### src/rtl/find_bw_pkg.sv
// Shared types for the two-sided bandwidth edge finder: FSM states,
// per-edge bracket record and the Q8.8 fixed-point constant.
package find_bw_pkg;

  localparam int unsigned Q_FRAC_BITS = 8;
  localparam int unsigned FB_FREQ_W   = 16;
  localparam int unsigned FB_ACC_W    = 18;

  typedef enum logic [2:0] {
    ST_IDLE  = 3'd0,
    ST_PEAK  = 3'd1,
    ST_LEFT  = 3'd2,
    ST_RIGHT = 3'd3,
    ST_DONE  = 3'd4
  } state_e;

  typedef struct packed {
    logic [FB_FREQ_W-1:0] f1;
    logic [FB_FREQ_W-1:0] f2;
    logic [FB_ACC_W-1:0]  l1;
    logic [FB_ACC_W-1:0]  l2;
    logic                 found;
  } edge_result_t;

endpackage

### src/rtl/find_bw_peak_search.sv
// Sequential argmax over a registered snapshot, one bin per cycle from index 0;
// strict compare keeps the first occurrence of a tied maximum.
module find_bw_peak_search #(
  parameter int unsigned ACCUM_WIDTH = 18,
  parameter int unsigned NUM_ACCUMS  = 24
) (
  input  logic                          clk_i,
  input  logic                          rst_i,
  input  logic                          start_i,
  input  logic [ACCUM_WIDTH-1:0]        vals_i [NUM_ACCUMS],
  output logic [$clog2(NUM_ACCUMS)-1:0] peak_idx_o,
  output logic [ACCUM_WIDTH-1:0]        peak_val_o,
  output logic                          done_c
);

  localparam int unsigned IW = $clog2(NUM_ACCUMS);
  localparam logic [IW-1:0] LAST_IDX = IW'(NUM_ACCUMS - 1);

  logic                   active_q, active_d;
  logic [IW-1:0]          idx_q, idx_d;
  logic [IW-1:0]          pidx_q, pidx_d;
  logic [ACCUM_WIDTH-1:0] pval_q, pval_d;

  always_comb begin
    active_d = active_q;
    idx_d    = idx_q;
    pidx_d   = pidx_q;
    pval_d   = pval_q;
    done_c   = active_q && (idx_q == LAST_IDX);
    if (start_i) begin
      active_d = 1'b1;
      idx_d    = '0;
    end else if (active_q) begin
      // Bin 0 seeds the running maximum unconditionally.
      if ((idx_q == '0) || ($signed(vals_i[idx_q]) > $signed(pval_q))) begin
        pidx_d = idx_q;
        pval_d = vals_i[idx_q];
      end
      if (done_c) active_d = 1'b0;
      else        idx_d    = idx_q + IW'(1);
    end
  end

  always_ff @(posedge clk_i or posedge rst_i) begin
    if (rst_i) begin
      active_q <= 1'b0;
      idx_q    <= '0;
      pidx_q   <= '0;
      pval_q   <= '0;
    end else begin
      active_q <= active_d;
      idx_q    <= idx_d;
      pidx_q   <= pidx_d;
      pval_q   <= pval_d;
    end
  end

  assign peak_idx_o = pidx_q;
  assign peak_val_o = pval_q;

endmodule

### src/rtl/find_bw_edges.sv
// Finds the peak of a spectrum snapshot and the bracketing bins of the left and
// right (peak - threshold) crossings. FIND_BW_BANDWIDTH_EN adds the bw_o output.
module find_bw_edges
  import find_bw_pkg::*;
#(
  parameter int unsigned ACCUM_WIDTH    = 18,
  parameter int unsigned FREQ_BIN_WIDTH = 16,
  parameter int unsigned NUM_ACCUMS     = 24,
  parameter int unsigned THRESH_WIDTH   = 16
) (
  input  logic                                   clk_i,
  input  logic                                   rst_i,
  input  logic                                   start_i,
  input  logic [NUM_ACCUMS*ACCUM_WIDTH-1:0]      accumulator_val_i,
  input  logic [NUM_ACCUMS*FREQ_BIN_WIDTH-1:0]   freq_bin_i,
  input  logic [THRESH_WIDTH-1:0]                threshold_db_i,
  output logic [FREQ_BIN_WIDTH-1:0]              left_f1_o,
  output logic [FREQ_BIN_WIDTH-1:0]              left_f2_o,
  output logic [ACCUM_WIDTH-1:0]                 left_L1_o,
  output logic [ACCUM_WIDTH-1:0]                 left_L2_o,
  output logic [FREQ_BIN_WIDTH-1:0]              right_f1_o,
  output logic [FREQ_BIN_WIDTH-1:0]              right_f2_o,
  output logic [ACCUM_WIDTH-1:0]                 right_L1_o,
  output logic [ACCUM_WIDTH-1:0]                 right_L2_o,
  output logic [$clog2(NUM_ACCUMS)-1:0]          peak_idx_o,
  output logic [ACCUM_WIDTH-1:0]                 peak_val_o,
  output logic                                   left_found_o,
  output logic                                   right_found_o,
  output logic                                   valid_o,
`ifdef FIND_BW_BANDWIDTH_EN
  output logic [FREQ_BIN_WIDTH-1:0]              bw_o,
`endif
  output logic                                   busy_o
);

  localparam int unsigned AW = ACCUM_WIDTH;
  localparam int unsigned FW = FREQ_BIN_WIDTH;
  localparam int unsigned N  = NUM_ACCUMS;
  localparam int unsigned TW = THRESH_WIDTH;
  localparam int unsigned IW = $clog2(NUM_ACCUMS);
  localparam int unsigned LW = AW + 1;
  localparam logic [IW-1:0] LAST_IDX = IW'(N - 1);

  // The shared bracket record is sized by the package widths.
  if (AW != FB_ACC_W || FW != FB_FREQ_W || TW < Q_FRAC_BITS || TW > AW || N < 2) begin : g_bad_cfg
    $error("find_bw_edges: unsupported parameter set");
  end

  logic [AW-1:0] in_vals  [N];
  logic [FW-1:0] in_freqs [N];
  for (genvar g = 0; g < N; g++) begin : g_unpack
    assign in_vals[g]  = accumulator_val_i[g*AW +: AW];
    assign in_freqs[g] = freq_bin_i[g*FW +: FW];
  end

  state_e            state_q, state_d;
  logic [AW-1:0]     vals_q  [N];
  logic [AW-1:0]     vals_d  [N];
  logic [FW-1:0]     freqs_q [N];
  logic [FW-1:0]     freqs_d [N];
  logic [TW-1:0]     thr_q, thr_d;
  logic [IW-1:0]     cnt_q, cnt_d;
  edge_result_t      left_q, left_d, right_q, right_d;
  edge_result_t      left_out_q, left_out_d, right_out_q, right_out_d;
  logic [IW-1:0]     pidx_out_q, pidx_out_d;
  logic [AW-1:0]     pval_out_q, pval_out_d;
  logic              valid_q, valid_d, busy_q, busy_d;
`ifdef FIND_BW_BANDWIDTH_EN
  logic [FW-1:0]     bw_q, bw_d;
`endif

  logic              ps_start_c, ps_done_c;
  logic [IW-1:0]     ps_idx;
  logic [AW-1:0]     ps_val;
  logic signed [LW-1:0] level_c;
  logic [IW-1:0]     li_c, li_up_c, ri_c, ri_dn_c;

  find_bw_peak_search #(
    .ACCUM_WIDTH (AW),
    .NUM_ACCUMS  (N)
  ) u_peak (
    .clk_i      (clk_i),
    .rst_i      (rst_i),
    .start_i    (ps_start_c),
    .vals_i     (vals_q),
    .peak_idx_o (ps_idx),
    .peak_val_o (ps_val),
    .done_c     (ps_done_c)
  );

  // One extra bit so a deep threshold below a low peak cannot wrap.
  assign level_c = $signed({ps_val[AW-1], ps_val}) - $signed({{(LW-TW){1'b0}}, thr_q});
  assign li_c    = ps_idx - cnt_q - IW'(1);
  assign li_up_c = li_c + IW'(1);
  assign ri_c    = ps_idx + cnt_q + IW'(1);
  assign ri_dn_c = ri_c - IW'(1);

  function automatic logic below(input logic [AW-1:0] v, input logic signed [LW-1:0] lvl);
    return $signed({v[AW-1], v}) < lvl;
  endfunction

  function automatic edge_result_t mk_res(input logic [FW-1:0] f1, input logic [FW-1:0] f2,
                                          input logic [AW-1:0] l1, input logic [AW-1:0] l2,
                                          input logic found);
    edge_result_t r;
    r.f1 = f1; r.f2 = f2; r.l1 = l1; r.l2 = l2; r.found = found;
    return r;
  endfunction

  always_comb begin
    state_d     = state_q;
    vals_d      = vals_q;
    freqs_d     = freqs_q;
    thr_d       = thr_q;
    cnt_d       = cnt_q;
    left_d      = left_q;
    right_d     = right_q;
    left_out_d  = left_out_q;
    right_out_d = right_out_q;
    pidx_out_d  = pidx_out_q;
    pval_out_d  = pval_out_q;
    valid_d     = 1'b0;
    ps_start_c  = 1'b0;
`ifdef FIND_BW_BANDWIDTH_EN
    bw_d        = bw_q;
`endif
    case (state_q)
      ST_IDLE: begin
        if (start_i) begin
          ps_start_c = 1'b1;
          vals_d     = in_vals;
          freqs_d    = in_freqs;
          thr_d      = threshold_db_i;
          state_d    = ST_PEAK;
        end
      end
      ST_PEAK: begin
        if (ps_done_c) begin
          cnt_d   = '0;
          state_d = ST_LEFT;
        end
      end
      ST_LEFT: begin
        if (ps_idx == '0) begin
          left_d  = mk_res(freqs_q[0], freqs_q[0], vals_q[0], vals_q[0], 1'b0);
          cnt_d   = '0;
          state_d = ST_RIGHT;
        end else if (below(vals_q[li_c], level_c)) begin
          left_d  = mk_res(freqs_q[li_c], freqs_q[li_up_c], vals_q[li_c], vals_q[li_up_c], 1'b1);
          cnt_d   = '0;
          state_d = ST_RIGHT;
        end else if (li_c == '0) begin
          left_d  = mk_res(freqs_q[0], freqs_q[0], vals_q[0], vals_q[0], 1'b0);
          cnt_d   = '0;
          state_d = ST_RIGHT;
        end else begin
          cnt_d = cnt_q + IW'(1);
        end
      end
      ST_RIGHT: begin
        if (ps_idx == LAST_IDX) begin
          right_d = mk_res(freqs_q[LAST_IDX], freqs_q[LAST_IDX], vals_q[LAST_IDX], vals_q[LAST_IDX], 1'b0);
          state_d = ST_DONE;
        end else if (below(vals_q[ri_c], level_c)) begin
          right_d = mk_res(freqs_q[ri_dn_c], freqs_q[ri_c], vals_q[ri_dn_c], vals_q[ri_c], 1'b1);
          state_d = ST_DONE;
        end else if (ri_c == LAST_IDX) begin
          right_d = mk_res(freqs_q[LAST_IDX], freqs_q[LAST_IDX], vals_q[LAST_IDX], vals_q[LAST_IDX], 1'b0);
          state_d = ST_DONE;
        end else begin
          cnt_d = cnt_q + IW'(1);
        end
      end
      ST_DONE: begin
        left_out_d  = left_q;
        right_out_d = right_q;
        pidx_out_d  = ps_idx;
        pval_out_d  = ps_val;
        valid_d     = 1'b1;
`ifdef FIND_BW_BANDWIDTH_EN
        bw_d        = (right_q.f2 >= left_q.f1) ? (right_q.f2 - left_q.f1) : '0;
`endif
        state_d     = ST_IDLE;
      end
      default: state_d = ST_IDLE;
    endcase
    busy_d = (state_d != ST_IDLE);
  end

  always_ff @(posedge clk_i or posedge rst_i) begin
    if (rst_i) begin
      state_q     <= ST_IDLE;
      vals_q      <= '{default: '0};
      freqs_q     <= '{default: '0};
      thr_q       <= '0;
      cnt_q       <= '0;
      left_q      <= '0;
      right_q     <= '0;
      left_out_q  <= '0;
      right_out_q <= '0;
      pidx_out_q  <= '0;
      pval_out_q  <= '0;
      valid_q     <= 1'b0;
      busy_q      <= 1'b0;
`ifdef FIND_BW_BANDWIDTH_EN
      bw_q        <= '0;
`endif
    end else begin
      state_q     <= state_d;
      vals_q      <= vals_d;
      freqs_q     <= freqs_d;
      thr_q       <= thr_d;
      cnt_q       <= cnt_d;
      left_q      <= left_d;
      right_q     <= right_d;
      left_out_q  <= left_out_d;
      right_out_q <= right_out_d;
      pidx_out_q  <= pidx_out_d;
      pval_out_q  <= pval_out_d;
      valid_q     <= valid_d;
      busy_q      <= busy_d;
`ifdef FIND_BW_BANDWIDTH_EN
      bw_q        <= bw_d;
`endif
    end
  end

  assign left_f1_o     = left_out_q.f1;
  assign left_f2_o     = left_out_q.f2;
  assign left_L1_o     = left_out_q.l1;
  assign left_L2_o     = left_out_q.l2;
  assign left_found_o  = left_out_q.found;
  assign right_f1_o    = right_out_q.f1;
  assign right_f2_o    = right_out_q.f2;
  assign right_L1_o    = right_out_q.l1;
  assign right_L2_o    = right_out_q.l2;
  assign right_found_o = right_out_q.found;
  assign peak_idx_o    = pidx_out_q;
  assign peak_val_o    = pval_out_q;
  assign valid_o       = valid_q;
  assign busy_o        = busy_q;
`ifdef FIND_BW_BANDWIDTH_EN
  assign bw_o          = bw_q;
`endif

endmodule

### config.mk
export PLATFORM = sky130hd
export DESIGN_NAME = find_bw_edges
export DESIGN_NICKNAME = d
export VERILOG_FILES = /design/src/rtl/find_bw_pkg.sv /design/src/rtl/find_bw_peak_search.sv /design/src/rtl/find_bw_edges.sv
export SDC_FILE = /design/constraint.sdc
export NUM_CORES = 2
export LEC_CHECK = 0
export BUFFER_PORTS_ARGS = -buffer_cell sky130_fd_sc_hd__buf_2
export CORE_ASPECT_RATIO = 0.5
export CORE_MARGIN = 8
export CORE_UTILIZATION = 43
export DETAILED_ROUTE_END_ITERATION = 16
export GPL_TIMING_DRIVEN = 0
export PLACE_DENSITY_LB_ADDON = 0.08
export SYNTH_ARGS = -nofsm -noshare
export SYNTH_HDL_FRONTEND = slang
export SYNTH_SLANG_ARGS = --single-unit
export TNS_END_PERCENT = 30
### constraint.sdc
create_clock -name clk_i -period 48.7 [get_ports clk_i]
set_input_delay 12.175 -clock clk_i [delete_from_list [all_inputs] [get_ports clk_i]]
set_output_delay 12.175 -clock clk_i [all_outputs]
set_load 0.01 [all_outputs]
==> reports/results.txt <==
Total GRT Usage - 0.4407
Gpl congestion - 1.067
Run status - finished, violations left
Core area - 177000 sq um
Simple-Gate Fraction of Synth Area - 0.1522
Synth Register Bits - 1170
Max Transition Viols Final - 200
Num rows - 109
Clk sinks - 1170
Layout area overhead - 16.12%
Fin area - 89210 sq um
CP Launch Type - primary input
Final Critical Period - 14.56 ns
Placed instance area - 85300 sq um
Layout cells sized above 1 - 0.3528
DR vias/cell - 6.774
Failing checks - capacitance limit, slew limit
Seq/Total Area, Yosys - 0.3811
Crit path required time - 49.37 ns
Setup TNS after final layout - 0 ns
Critical path type - in -> reg
Total power draw - 1973 uW
Leakage power - 0.04309 uW
Worst VDD drop - 28.21 uV
Worst-path clk slew - 0.06 ns
CTS tree - yes
Num CTS Buffers - 110
Bufs on Longest Clock Path - 3
DIE WIDTH - 613.8 um
Worst Tran Pin Value - 1.682 ns
Die area - 193300 sq um
XOR/XNOR Fraction of Synth Area - 0.005000
Main combinational cell family by area after synthesis - multiplexers
Initial antenna violation count - 53
Post-cts resize count - 0
Post-synthesis compound-gate area fraction - 0.02754
Max_slew headroom - -0.1212
Cells after Synth - 6895
Async SR Flop Fraction - 1.000
Post-placement setup slack - 33.53 ns
Total net switching power - 470.6 uW
First-pass detailed-route iteration total - 9
Initial Util - 0.4340
Cts hold-fix bufs - 0
Predominant post-synthesis flop cell - dfrtp_1
Max Clk Rate - 68.69 MHz
Die Y - 314.9 um
DP HPWL - 353600 um
Most used cell, CP - nand2_1
First-pass GRT wire length - 585700 um
Critical Path AT - 15.22 ns
Final setup violation count - 0
1st-iter DRT viols - 11420
CTS H-Tree Depth - 3
Crit path max fanout - 10
P_int - 1502 uW
Avg Cell Area, Syn - 11.14 sq um
Net Sw Frac - 0.2385
Clock Latency Late Sink - 0.79 ns
Syn nets - 7808
Mux cell area share after synthesis - 0.3875
Grt total ovfl - 0
Setup WS post-layout - 34.14 ns
IO Count - 998
Netlist cell types - 75
NumNets Final - 8938
Worst hold-check path type - reg -> reg
DR WL/cell - 41.27 um
Critical path's slowest cell - clkbuf_1
Final clock skew - 0.06353 ns
Clk root buf - clkbuf_16
Synth Area in Adders - 0.01342
Tcrit/Tclk final - 0.2989
EDFF count, synth - 0
Final Hold Viols - 0
Final WL - 435100 um
Largest net degree at the start of global routing - 127
Warnings from Yosys - 0
Combinational Power Share - 0.033
Sequential cell fraction of total power - 0.492
DRC - 0
Max-cap violations - 22
Crit-path max cell delay - 1.02 ns
Post-Synthesis Cell Area - 76830 sq um
Fill cells - 16500
Setup repair bufs after CTS - 0
RSZ-0062 raised after global routing - no
Final ANT Viol Nets - 0
Clock power frac - 0.475
CP Capture Type - flop
Buffers on Ports - 997
DR vias - 71410
CP cell instances - buf_2 > nand2_1 > or2_2 > clkbuf_2 > buf_16 > clkbuf_1 > clkbuf_1 > nand2_1 > nand2_1
Vias in the first global route - 69100
P per Cell Area - 22.11 nW/um^2
==> layout make-up <==
| type | instances | area (sq um) | area share |
|---|---|---|---|
| sequential | 1170 | 29280 | 0.3282 |
| antenna | 39 | 97.59 | 0.001094 |
| multi-input combinational | 5109 | 45030 | 0.5047 |
| tap | 2386 | 2985 | 0.03346 |
| inverter | 66 | 255.2 | 0.002861 |
| buffer | 550 | 2370 | 0.02656 |
| clock buffer | 154 | 3229 | 0.03620 |
| timing repair buffer | 1018 | 5413 | 0.06067 |
| clock inverter | 50 | 558.0 | 0.006255 |
==> synthesized netlist by cell type (all sizes together) (4+ instances only) <==
cell,instances,area share
xnor2,32,0.0037
o22ai,32,0.0026
a221oi,4,0.00062
mux2i,179,0.023
ha,75,0.012
nor2,39,0.0020
o2bb2ai,18,0.0021
nand4,7,0.00057
nand3,111,0.0072
nor2b,11,0.00090
dfrtp,1170,0.38
nand2b,8,0.00065
a31oi,8,0.00065
nor4,5,0.00060
xor2,11,0.0013
nor3,22,0.0015
o21bai,4,0.00039
a21o,13,0.0013
buf,178,0.012
mux2,440,0.065
a21oi,42,0.0029
clkbuf,372,0.018
o21ai,101,0.0066
inv,65,0.0032
mux4,1022,0.30
o21a,8,0.00078
nand2,2797,0.14
or4,4,0.00039
o211ai,6,0.00065
o31ai,65,0.0064
==> power groups by stage <==
stage               registers (uW)  clock network, uW  logic (uW)
floorplan                      992                  0        14.8
global placement               993                  0        62.5
detailed placement             990                  0        65.6
CTS                            971                939        65.9
global route                   971                980        70.0
finish                         971                937        64.9
==> placed cells by master, fill, tap and decap left out, drive strengths merged, types with 11 or more instances in the layout <==
| cell | Yosys | routed |
|---|---|---|
| a21o | 13 | 13 |
| a21oi | 42 | 42 |
| buf | 178 | 1194 |
| clkbuf | 372 | 528 |
| clkinv | 1 | 23 |
| dfrtp | 1170 | 1170 |
| diode | 0 | 39 |
| ha | 75 | 75 |
| inv | 65 | 78 |
| mux2 | 440 | 440 |
| mux2i | 179 | 179 |
| mux4 | 1022 | 1022 |
| nand2 | 2797 | 2797 |
| nand3 | 111 | 111 |
| nor2 | 39 | 39 |
| nor2b | 11 | 11 |
| nor3 | 22 | 22 |
| o21ai | 101 | 101 |
| o22ai | 32 | 32 |
| o2bb2ai | 18 | 18 |
| o31ai | 65 | 65 |
| xnor2 | 32 | 32 |
| xor2 | 11 | 11 |
==> worst max-delay path, delay by kind of cell <==
family / cells / cell delay, ns
buffers and inverters: 5 / 2.53
and+or+nand+nor: 4 / 0.45
==> kinds of logic (layout without fill, tap and decap cells) <==
group                      after synthesis  in the layout
and+or+nand+nor                       3021           3021
muxes                                 1641           1641
DFF                                   1170           1170
buffers and inverters                  616           1838
AOI/OAI and AO/OA                      323            323
adders and majority gates               81             81
xor gates and xnor gates                43             43
other                                    0             39
==> path summary, 6_finish.rpt <==
path                                                   from                        end  slack [ns]  cells past startpoint
setup / recovery                                    start_i    vals_q[299]$_DFFE_PP0P_       34.14                      9
hold / removal                       left_q[12]$_DFFE_PP0P_  left_L2_o[11]$_DFFE_PP0P_        0.50                      1
setup reg to reg           u_peak.peak_idx_o[0]$_DFFE_PP0P_     left_q[11]$_DFFE_PP0P_       36.96                     28
hold reg to reg                      left_q[12]$_DFFE_PP0P_  left_L2_o[11]$_DFFE_PP0P_        0.50                      1
max in group asynchronous                             rst_i   left_f1_o[3]$_DFFE_PP0P_       34.40                      6
min in group asynchronous                             rst_i    vals_q[229]$_DFFE_PP0P_       11.54                      2
==> layer usage <==
| layer | global-route usage | share of wire |
|---|---|---|
| met3 | 0.2049 | 0.14 |
| met4 | 0.1946 | 0.057 |
| met1 | 0.5584 | 0.38 |
| met2 | 0.6458 | 0.43 |
| met5 | 0.005496 | 0.00089 |
==> metrics by stage <==
step | util | instances | hold WS [ns]
final | 0.5040 | 10540 | 0.4997
after global routing | 0.5035 | 10510 | 0.5161
after CTS | 0.5032 | 10500 | 0.4997
after detailed placement | 0.4818 | 10300 | 0.4852
after global placement | 0.4791 | 10280 | 0.4812
after floorplan | - | 6895 | 0.4523
==> registers in the layout, summed over array words and instances, names as in the netlist, 5 cells and up <==
register / cells
cnt_q: 5
freqs_q: 384
left_L1_o: 18
left_L2_o: 18
left_f1_o: 16
left_f2_o: 16
left_q: 69
peak_idx_o: 5
peak_val_o: 18
right_L1_o: 18
right_L2_o: 18
right_f1_o: 16
right_f2_o: 16
right_q: 69
thr_q: 16
u_peak.idx_q: 5
u_peak.peak_idx_o: 5
u_peak.peak_val_o: 18
vals_q: 432
Power figures use the tool's default switching activity.
